### src/rtl/rgb_led_arbiter_if.sv
// ---------------------------------------------------------------------------
// rgb_led_arbiter_if
// Bundles the requester-facing signals of the RGB LED arbiter.
//   req         requester -> arbiter  one level-sensitive request per requester
//   color       requester -> arbiter  {R,G,B} duty per requester, requester 0 in the LSBs
//   gnt         arbiter -> requester  one-hot grant, or all-zero
//   busy        arbiter -> requester  high while any grant is active
//   rgb_led0_*  arbiter -> LED pins   active-low colour drives (0 = lit)
// The master modport is the requester/board side, the slave modport is the arbiter.
// ---------------------------------------------------------------------------
interface rgb_led_arbiter_if #(
    parameter int N_REQ    = 3,
    parameter int PWM_BITS = 8
);
    logic [N_REQ-1:0]            req;
    logic [N_REQ*3*PWM_BITS-1:0] color;
    logic [N_REQ-1:0]            gnt;
    logic                        busy;
    logic                        rgb_led0_r;
    logic                        rgb_led0_g;
    logic                        rgb_led0_b;

    modport master (
        output req,
        output color,
        input  gnt,
        input  busy,
        input  rgb_led0_r,
        input  rgb_led0_g,
        input  rgb_led0_b
    );

    modport slave (
        input  req,
        input  color,
        output gnt,
        output busy,
        output rgb_led0_r,
        output rgb_led0_g,
        output rgb_led0_b
    );
endinterface

### src/rtl/rgb_led_arbiter.sv
// ---------------------------------------------------------------------------
// rgb_led_arbiter
// Shares one RGB LED between N_REQ requesters. A round-robin arbiter hands out
// ownership; the owner's colour is shown with a PWM_BITS-bit PWM per channel.
// Ownership lasts at least MIN_HOLD PWM periods and is preempted after
// MAX_HOLD periods only if someone else is waiting. Between owners the LED
// stays dark for GAP_CYCLES clock cycles.
// Ports:
//   clk48  sole clock, rising edge
//   rst    asynchronous reset, active-high
//   bus    slave side of rgb_led_arbiter_if (req, color, gnt, busy, LED drives)
// ---------------------------------------------------------------------------
module rgb_led_arbiter #(
    parameter int N_REQ      = 3,
    parameter int PWM_BITS   = 8,
    parameter int MIN_HOLD   = 4,
    parameter int MAX_HOLD   = 64,
    parameter int GAP_CYCLES = 16
) (
    input  logic                clk48,
    input  logic                rst,
    rgb_led_arbiter_if.slave    bus
);

    localparam int PTR_W = (N_REQ > 1) ? $clog2(N_REQ) : 1;
    localparam int PER_W = $clog2(MAX_HOLD + 1);
    localparam int GAP_W = (GAP_CYCLES > 1) ? $clog2(GAP_CYCLES) : 1;
    localparam int CW    = 3 * PWM_BITS;

    localparam logic [PWM_BITS-1:0] PWM_LAST = PWM_BITS'((1 << PWM_BITS) - 2);
    localparam logic [PER_W-1:0]    PER_MAX  = PER_W'(MAX_HOLD);
    localparam logic [PER_W-1:0]    PER_MIN  = PER_W'(MIN_HOLD);
    localparam logic [GAP_W-1:0]    GAP_LAST = GAP_W'(GAP_CYCLES - 1);
    localparam logic [PTR_W-1:0]    PTR_LAST = PTR_W'(N_REQ - 1);

    typedef enum logic [1:0] {
        IDLE = 2'd0,
        OWN  = 2'd1,
        GAP  = 2'd2
    } state_t;

    state_t              state_q;
    logic [PTR_W-1:0]    ptr_q;
    logic [PTR_W-1:0]    owner_q;
    logic [N_REQ-1:0]    gnt_q;
    logic                busy_q;
    logic                ledR_q;
    logic                ledG_q;
    logic                ledB_q;
    logic [PWM_BITS-1:0] pwmCnt_q;
    logic [PER_W-1:0]    period_q;
    logic [GAP_W-1:0]    gapCnt_q;
    logic [PWM_BITS-1:0] dutyR_q;
    logic [PWM_BITS-1:0] dutyG_q;
    logic [PWM_BITS-1:0] dutyB_q;

    logic [CW-1:0]       colorArr [N_REQ];
    logic [CW-1:0]       ownerColor;
    logic [CW-1:0]       pickColor;
    logic                pickValid;
    logic [PTR_W-1:0]    pickIdx;
    logic [N_REQ-1:0]    pickOneHot;
    logic                wrap;
    logic [PER_W-1:0]    period_d;
    logic [PTR_W-1:0]    ptr_d;
    logic                othersWaiting;
    logic                exitOwn;
    logic                gapDone;
    logic                grantNow;

    // Slice the flat colour bus into one {R,G,B} word per requester so the
    // owner's and the candidate's colours can be picked with a plain index.
    for (genvar g = 0; g < N_REQ; g++) begin : gColor
        assign colorArr[g] = bus.color[g*CW +: CW];
    end

    assign ownerColor = colorArr[owner_q];
    assign pickColor  = colorArr[pickIdx];
    assign pickOneHot = N_REQ'(1) << pickIdx;

    // Round-robin search: walk the offsets from the highest down so the
    // requester closest at-or-after the pointer is the one left standing.
    always_comb begin
        logic [PTR_W-1:0] candIdx;
        pickValid = 1'b0;
        pickIdx   = '0;
        candIdx   = '0;
        for (int i = N_REQ - 1; i >= 0; i--) begin
            candIdx = PTR_W'((int'(ptr_q) + i) % N_REQ);
            if (bus.req[candIdx]) begin
                pickValid = 1'b1;
                pickIdx   = candIdx;
            end
        end
    end

    // Ownership bookkeeping. The exit test looks at the period count as it
    // will be after this edge, so a hold of MIN_HOLD periods ends exactly on
    // the wrap that completes the last period rather than one cycle later.
    // The end of the gap doubles as an arbitration cycle, which keeps the dark
    // time between two owners at exactly GAP_CYCLES.
    always_comb begin
        wrap          = (pwmCnt_q == PWM_LAST);
        period_d      = (wrap && (period_q != PER_MAX)) ? period_q + PER_W'(1) : period_q;
        othersWaiting = |(bus.req & ~gnt_q);
        exitOwn       = (!bus.req[owner_q] && (period_d >= PER_MIN))
                     || ((period_d == PER_MAX) && othersWaiting);
        gapDone       = (gapCnt_q == GAP_LAST);
        grantNow      = pickValid && ((state_q == IDLE) || ((state_q == GAP) && gapDone));
        ptr_d         = (owner_q == PTR_LAST) ? '0 : owner_q + PTR_W'(1);
    end

    // Main FSM with registered outputs. Reset is asynchronous so the LED goes
    // dark and the grant drops the moment rst rises, with no trailing gap.
    // In OWN the LED registers compare the running counter with the latched
    // duty, giving one cycle of latency; colours re-latch only on a wrap so a
    // mid-period change shows up cleanly in the following period.
    always_ff @(posedge clk48 or posedge rst) begin
        if (rst) begin
            state_q  <= IDLE;
            ptr_q    <= '0;
            owner_q  <= '0;
            gnt_q    <= '0;
            busy_q   <= 1'b0;
            ledR_q   <= 1'b1;
            ledG_q   <= 1'b1;
            ledB_q   <= 1'b1;
            pwmCnt_q <= '0;
            period_q <= '0;
            gapCnt_q <= '0;
            dutyR_q  <= '0;
            dutyG_q  <= '0;
            dutyB_q  <= '0;
        end else if (grantNow) begin
            state_q  <= OWN;
            owner_q  <= pickIdx;
            gnt_q    <= pickOneHot;
            busy_q   <= 1'b1;
            ledR_q   <= 1'b1;
            ledG_q   <= 1'b1;
            ledB_q   <= 1'b1;
            pwmCnt_q <= '0;
            period_q <= '0;
            dutyR_q  <= pickColor[3*PWM_BITS-1:2*PWM_BITS];
            dutyG_q  <= pickColor[2*PWM_BITS-1:PWM_BITS];
            dutyB_q  <= pickColor[PWM_BITS-1:0];
        end else begin
            case (state_q)
                IDLE: begin
                    state_q <= IDLE;
                end
                OWN: begin
                    if (exitOwn) begin
                        state_q  <= GAP;
                        gnt_q    <= '0;
                        busy_q   <= 1'b0;
                        ledR_q   <= 1'b1;
                        ledG_q   <= 1'b1;
                        ledB_q   <= 1'b1;
                        ptr_q    <= ptr_d;
                        gapCnt_q <= '0;
                    end else begin
                        ledR_q <= !(pwmCnt_q < dutyR_q);
                        ledG_q <= !(pwmCnt_q < dutyG_q);
                        ledB_q <= !(pwmCnt_q < dutyB_q);
                        if (wrap) begin
                            pwmCnt_q <= '0;
                            period_q <= period_d;
                            dutyR_q  <= ownerColor[3*PWM_BITS-1:2*PWM_BITS];
                            dutyG_q  <= ownerColor[2*PWM_BITS-1:PWM_BITS];
                            dutyB_q  <= ownerColor[PWM_BITS-1:0];
                        end else begin
                            pwmCnt_q <= pwmCnt_q + PWM_BITS'(1);
                        end
                    end
                end
                GAP: begin
                    if (gapDone) begin
                        state_q <= IDLE;
                    end else begin
                        gapCnt_q <= gapCnt_q + GAP_W'(1);
                    end
                end
                default: begin
                    state_q <= IDLE;
                end
            endcase
        end
    end

    assign bus.gnt        = gnt_q;
    assign bus.busy       = busy_q;
    assign bus.rgb_led0_r = ledR_q;
    assign bus.rgb_led0_g = ledG_q;
    assign bus.rgb_led0_b = ledB_q;

endmodule

### src/flat_wrapper.sv
// flat-port wrapper written by rule: the top's interface ports become plain ports
module rgb_led_arbiter_flat 
#(
    parameter int N_REQ      = 3,
    parameter int PWM_BITS   = 8,
    parameter int MIN_HOLD   = 4,
    parameter int MAX_HOLD   = 64,
    parameter int GAP_CYCLES = 16
)
  (clk48, rst, bus_req, bus_color, bus_gnt, bus_busy, bus_rgb_led0_r, bus_rgb_led0_g, bus_rgb_led0_b);
  rgb_led_arbiter_if #(.N_REQ(N_REQ), .PWM_BITS(PWM_BITS)) bus_i ();
  input  logic clk48;
  input  logic rst;
  input wire logic [$bits(bus_i.req)-1:0] bus_req;
  input wire logic [$bits(bus_i.color)-1:0] bus_color;
  output wire logic [$bits(bus_i.gnt)-1:0] bus_gnt;
  output wire logic [$bits(bus_i.busy)-1:0] bus_busy;
  output wire logic [$bits(bus_i.rgb_led0_r)-1:0] bus_rgb_led0_r;
  output wire logic [$bits(bus_i.rgb_led0_g)-1:0] bus_rgb_led0_g;
  output wire logic [$bits(bus_i.rgb_led0_b)-1:0] bus_rgb_led0_b;
  assign bus_i.req = bus_req;
  assign bus_i.color = bus_color;
  assign bus_gnt = bus_i.gnt;
  assign bus_busy = bus_i.busy;
  assign bus_rgb_led0_r = bus_i.rgb_led0_r;
  assign bus_rgb_led0_g = bus_i.rgb_led0_g;
  assign bus_rgb_led0_b = bus_i.rgb_led0_b;
  rgb_led_arbiter #(.N_REQ(N_REQ), .PWM_BITS(PWM_BITS), .MIN_HOLD(MIN_HOLD), .MAX_HOLD(MAX_HOLD), .GAP_CYCLES(GAP_CYCLES)) u_core (.clk48(clk48), .rst(rst), .bus(bus_i));
endmodule
### config.mk
export PLATFORM = sky130hd
export DESIGN_NAME = rgb_led_arbiter_flat
export DESIGN_NICKNAME = d
export VERILOG_FILES = /design/src/rtl/rgb_led_arbiter_if.sv /design/src/rtl/rgb_led_arbiter.sv /design/src/flat_wrapper.sv
export SDC_FILE = /design/constraint.sdc
export NUM_CORES = 1
export LEC_CHECK = 0
export BUFFER_PORTS_ARGS = -buffer_cell sky130_fd_sc_hd__buf_2
export CAP_MARGIN = 20
export CORE_UTILIZATION = 51
export CTS_CLUSTER_SIZE = 24
export DETAILED_ROUTE_END_ITERATION = 12
export PLACE_DENSITY = 0.83
export REMOVE_ABC_BUFFERS = 1
export SLEW_MARGIN = 40
export SYNTH_ARGS = -nofsm -noshare
export SYNTH_HDL_FRONTEND = slang
export SYNTH_SLANG_ARGS = --single-unit
export TNS_END_PERCENT = 10
### constraint.sdc
create_clock -name clk48 -period 2.3 [get_ports clk48]
set_input_delay 0.345 -clock clk48 [delete_from_list [all_inputs] [get_ports clk48]]
set_output_delay 0.345 -clock clk48 [all_outputs]
set_load 0.01 [all_outputs]
Yosys cells after proc, flatten, opt, wreduce, memory -nomap -nowiden
Cells that the tools add are included.
{"block": "word_totals", "register_bits": 56, "output_inout_bits": 7}
{"block": "classes", "n_mux": 64, "n_reduce_logical": 23, "shifts": 1, "n_lt_le_gt_ge": 10, "addsub": 6, "n_bitwise": 5, "eq_ne": 12, "div": 3}
{"cell": "8-bit 2-to-1 mux", "n": 16}
{"cell": "24-bit binary-select mux with 2-bit select", "n": 2}
{"cell": "24-bit 2-to-1 mux", "n": 4}
{"cell": "32-bit by 3-bit remainder unit with 32-bit output, second input constant", "n": 2}
{"cell": "7-bit 2-to-1 mux", "n": 5}
{"cell": "3-bit by 3-bit remainder unit with 32-bit output, second input constant", "n": 1}
{"cell": "8-bit < comparator", "n": 3}
{"cell": "1-bit 2-to-1 mux", "n": 19}
{"cell": "2-bit 2-to-1 mux", "n": 7}
{"cell": "2-bit by 3-bit < comparator with 1-bit output, second input constant", "n": 4}
{"cell": "3-bit 2-to-1 mux", "n": 3}
{"cell": "8-bit by 1-bit adder with 8-bit output, second input constant", "n": 1}
{"cell": "1-bit binary-select mux with 2-bit select", "n": 4}
{"cell": "8-bit equality test, second input constant", "n": 1}
{"cell": "4-bit 2-to-1 mux", "n": 2}
{"cell": "4-bit case mux with 2 select lines", "n": 1}
{"cell": "2-bit nonzero test", "n": 4}
{"cell": "7-bit by 1-bit adder with 7-bit output, second input constant", "n": 1}
{"cell": "7-bit equality test, second input constant", "n": 1}
{"cell": "7-bit by 3-bit greater-or-equal comparator with 1-bit output, second input constant", "n": 1}
{"cell": "7-bit inequality test, second input constant", "n": 1}
{"cell": "3-bit greater-or-equal comparator, second input constant", "n": 2}
{"cell": "3-bit by 1-bit inequality test with 1-bit output, second input constant", "n": 2}
{"cell": "2-bit NOT with 3-bit output", "n": 2}
{"cell": "22 further kinds", "n": 35}

Longest topological paths before layout
{"block": "logic_depth", "depth_word": 12, "mapped_depth": 11, "ltp_nobuf": 9}

Worst setup path before layout
Ideal clock, no wire load.
{"block": "synth_path", "path_type": "flip-flop to flip-flop", "start": "reg u_core.period_q[0]", "end": "reg u_core.dutyB_q[0]", "slack_ns": -0.225, "path_buffers": 1, "arrival_ns": 2.400, "path_stages_with_launch": 9, "setup_time_ns": 0.125, "cell_sequence": "dfrtp_1 -> ha_1 -> or4bb_1 -> a21oi_1 -> o221ai_1 -> or3_4 -> nand3_4 -> buf_12 -> mux2_4"}
{"block": "synth_via", "elab_chain_len": 8, "elab_cells_between_ends": 11, "cone_classes": "1 x add/sub; 1 x order compare; 3 x eq/ne; 1 x mux; 5 x reduce/logical"}
{"element": "start: declaration", "line_no": "rgb_led_arbiter.sv:51", "rtl": "logic [PER_W-1:0] period_q;"}
{"element": "start signal: assignment", "line_no": "rgb_led_arbiter.sv:168", "rtl": "period_q <= period_d;"}
{"element": "branches (longest 2 deep; another with 7-bit by 1-bit adder with 7-bit output)"}
{"element": "7-bit 2-to-1 mux (*)", "line_no": "rgb_led_arbiter.sv:104", "rtl": "period_d = (wrap && (period_q != PER_MAX)) ? period_q + PER_W'(1) : period_q;"}
{"element": "7-bit by 3-bit greater-or-equal comparator with 1-bit output / 7-bit equality test (equally long branches)", "line_no": "rgb_led_arbiter.sv:106, rgb_led_arbiter.sv:107"}
{"element": "1-bit logical AND, on equally long branches", "line_no": "rgb_led_arbiter.sv:106, rgb_led_arbiter.sv:107"}
{"element": "1-bit logical OR (*)", "line_no": "rgb_led_arbiter.sv:107", "rtl": "|| ((period_d == PER_MAX) && othersWaiting);"}
{"element": "2-bit inequality test (no line) (*)"}
{"element": "3-bit AND reduction (no line) (*)"}
{"element": "end signal: assignment", "line_no": "rgb_led_arbiter.sv:146", "rtl": "dutyB_q <= pickColor[PWM_BITS-1:0];"}
{"element": "end signal: assignment", "line_no": "rgb_led_arbiter.sv:171", "rtl": "dutyB_q <= ownerColor[PWM_BITS-1:0];"}
{"element": "end: declaration", "line_no": "rgb_led_arbiter.sv:55", "rtl": "logic [PWM_BITS-1:0] dutyB_q;"}
Mark *: on every way between the ends.
A chain may end at the register's enable or synchronous reset.

Worst setup path in the final report
{"block": "layout_path", "start": "reg u_core.period_q[1]", "end": "reg u_core.dutyB_q[3]"}
Same word-level chain as after synthesis.

==> reports/metrics.yaml <==
status: "complete, but fails checks"
violations: "setup timing"
place_inst: 703
drc_errors: 0
fin_area_sq_um: 5740
relSlewSlack: 0.597
synth_common_cells: "dfrtp_1, nand2_1, nor2_1"
grt_max_degree: 57
rows: 34
totalWireLength_mm: 11.8
met1_length_mm: 5.03
synth_seq_cells: 56
max_freq_mhz: 384
area_growth_pct: 26.6
seq_area_sq_um: 1410
ir_drop_uv: 512
grtUsageTotal: 0.253
grt_antenna_before_repair: 0
grt_setup_unrepaired: "true"
synthMuxAreaShare: 0.155
reg2reg_to: "u_core.dutyB_q[3]"
synth_enable_flop_cells: 0
syn-cell-area_sq_um: 4530
io_buffers: 83
dieArea_sq_um: 9270
fin_util: 0.661
tightest_slew_ns: 0.603
root_buffer: "clkbuf_8"
synth_xor_area_frac: 0.0116
num_antenna_cells: 0
via_per_inst: 6.08
yosysSeqAreaShare: 0.310
yosysUniqueCellTypes: 57
core_area_sq_um: 8680
wl_met3_um: 453
hpwl_mm: 8.45
hold_path.class: "input port to asynchronous set/reset pin"
switching_power_mw: 2.80
timing.rr.start: "u_core.period_q[1]"
htree_levels: 2
post-route-min-period_ns: 2.60
io_pins: 84
dr.pass1.iters: 5
cts_tree: "built"
yosys_warnings: 0
cp-end-kind: "flop"
synthTopCellsByArea: "dfrtp_1, ha_1, mux2i_1, mux2_4, a211oi_1"
crit_arrival_ns: 2.81
grt_pass1_vias: 4050
dr.first_iter.drc_count: 284
critical_path.max_fanout: 14
p_seq_frac: 0.257
maxCapViolations: 0
rr_worst_depth: 8
fin_setup_tns_ns: -10.74
via_count: 4344
period_share: 1.13
cts.sinks: 56
synth_most_common_cell: "dfrtp_1"
postPlaceCellArea_sq_um: 5410
dr_wl_met2_mm: 6.14
clkSlewWorstSetupHoldPaths_ns: 0.11
hold_violations: 0
critical_path_class: "flop to flop"
synthAdderAreaFrac: 0.0795
routed.top_layer: "met4"
synth_top_area_cell: "dfrtp_1"
p_sw_frac: 0.427
slew_violations: 0
crit_required_ns: 2.51
drive_gt1_frac: 0.356
clockBufferDepth: 2
layout.cells.non_filler: 715
drt.antenna.violating_nets: 0
synth_top_family_by_area: "compound AO/OA/AOI/OAI gates"
fp.dieW_um: 96.3
leakagePower_nw: 2.67
powerDensity_nw_per_um2: 1140
grt_pass1_wl_mm: 18.6
avgRoutedWirePerCell_um: 16.4
syn_avg_cell_area_sq_um: 9.16
synth_top_cell_area_share: 0.293
clk_latency_ns: 0.32
fillers: 668
async_reset_ff_frac: 1.00
synth-main-ff-cell: "dfrtp_1"
numCtsBuffers: 5
fin_ws_ns: -0.304
yosys.area_share.simple: 0.149
syn-instance-count: 495
start_kind: "flop"
initial_core_util: 0.522
p_int_mw: 3.76
fin_skew_ns: 0.00999
p_comb_frac: 0.654
setup_violations: 52
multiInputGateArea_sq_um: 3030
die_y_um: 96.3
overflow: 0
p_clk_frac: 0.089
r2r_slack_ns: -0.30
finalWeightedCongestion: 0.940
synth_compound_area_frac: 0.226
nets: 711
[worst max-delay path, stage by stage, from the launching register on]
cell and delay, ns:
dfrtp_1 0.44, ha_4 0.17, or4bb_4 0.54, a21oi_4 0.21, o221ai_2 0.13, or3_4 0.37, nand3_4 0.12, buf_12 0.17
mux2_2 0.33
[metal layers]
| metal | track usage | vias to the layer above |
|---|---|---|
| met5 | 0 | - |
| met4 | 0.0672 | 0 |
| met3 | 0.0245 | 16 |
| met2 | 0.449 | 143 |
| met1 | 0.328 | 2140 |
| li1 | - | 2045 |
[power groups by stage]
| stage | clock, mW | combinational (mW) | sequential, mW |
|---|---|---|---|
| 3_5_place_dp | 0 | 4.02 | 1.68 |
| 3_3_place_gp | 0 | 3.81 | 1.67 |
| 5_1_grt | 0.622 | 4.67 | 1.73 |
| 6_report | 0.586 | 4.29 | 1.69 |
| 4_1_cts | 0.587 | 4.11 | 1.67 |
| 2_1_floorplan | 0 | 2.52 | 1.73 |
[worst max path at each step]
stage	from	to	slack, ns	depth (start not counted)
floorplan	u_core.ptr_q[0]	u_core.dutyB_q[0]	-1.53	9
global placement	u_core.pwmCnt_q[0]	u_core.dutyR_q[0]	-0.25	11
detailed placement	u_core.pwmCnt_q[0]	u_core.dutyB_q[1]	-0.30	11
CTS	u_core.period_q[0]	u_core.dutyB_q[3]	-0.26	8
global route	u_core.period_q[1]	u_core.period_q[6]	-0.37	8
finish	u_core.period_q[1]	u_core.dutyB_q[3]	-0.30	8
[cells in the final DEF, fill, tap and decap left out, types with 3 or more instances in the layout]
| cell | netlist | routed |
|---|---|---|
| a211oi_1 | 29 | 27 |
| a21o_1 | 9 | 9 |
| a21oi_1 | 8 | 5 |
| a22oi_1 | 25 | 25 |
| a31o_2 | 3 | 3 |
| a31oi_1 | 28 | 28 |
| a32o_1 | 4 | 4 |
| and3_1 | 4 | 3 |
| buf_12 | 2 | 9 |
| buf_2 | 1 | 83 |
| buf_4 | 1 | 40 |
| buf_6 | 2 | 3 |
| clkbuf_8 | 0 | 5 |
| dfrtp_1 | 53 | 52 |
| dfstp_2 | 3 | 3 |
| ha_1 | 28 | 26 |
| inv_1 | 38 | 37 |
| mux2_2 | 6 | 6 |
| mux2_4 | 21 | 21 |
| mux2i_1 | 32 | 32 |
| nand2_1 | 42 | 41 |
| nand2b_1 | 8 | 8 |
| nand3_1 | 10 | 7 |
| nand3_2 | 2 | 4 |
| nor2_1 | 40 | 38 |
| nor2b_1 | 6 | 5 |
| nor3_1 | 6 | 4 |
| o211ai_1 | 6 | 6 |
| o21ai_0 | 12 | 9 |
| o22ai_1 | 4 | 4 |
| or2_4 | 0 | 3 |
| xnor2_1 | 6 | 5 |
[stage by stage]
stage	hold WS, ns	power [mW]	worst slack [ns]
final	0.0473	6.57	-0.304
after CTS	0.0808	6.37	-0.258
after floorplan	0.471	4.25	-1.53
after global placement	0.415	5.47	-0.251
after global routing	0.0914	7.02	-0.365
after detailed placement	0.425	5.70	-0.295
[cells by family (layout without fill, tap and decap cells)]
group           Yosys count  after routing
buf+inv                  69            181
flops                    56             56
mux                      59             59
fa+ha+maj                29             29
xor+xnor                  6              6
compound gates          142            142
simple gates            134            134
[final cells by class]
type	count	area share
flip-flops and latches	56	0.245
well taps	108	0.0236
inverters	38	0.0249
clock inverters	3	0.00458
clock buffers	5	0.0120
multi-input cells	370	0.528
repair buffers	135	0.162
[flip-flops by register name, indices dropped and copies added (netlist names)]
register and count:
u_core.dutyB_q 8, u_core.dutyG_q 8, u_core.dutyR_q 8, u_core.pwmCnt_q 8, u_core.period_q 7, u_core.gapCnt_q 4, u_core.bus.gnt 3, u_core.owner_q 2
u_core.ptr_q 2, u_core.state_q 2, u_core.bus.busy 1, u_core.bus.rgb_led0_b 1, u_core.bus.rgb_led0_g 1, u_core.bus.rgb_led0_r 1
[timing repair]
item                                    4_1_cts  5_1_grt
endpoints found under the setup margin       54       54
buffers inserted                              0        4
gates cloned                                  0        0
pin swaps                                     2       12
hold buffers                                  0        0
resized for setup                            11       28
(Power assumes the default switching activity.)
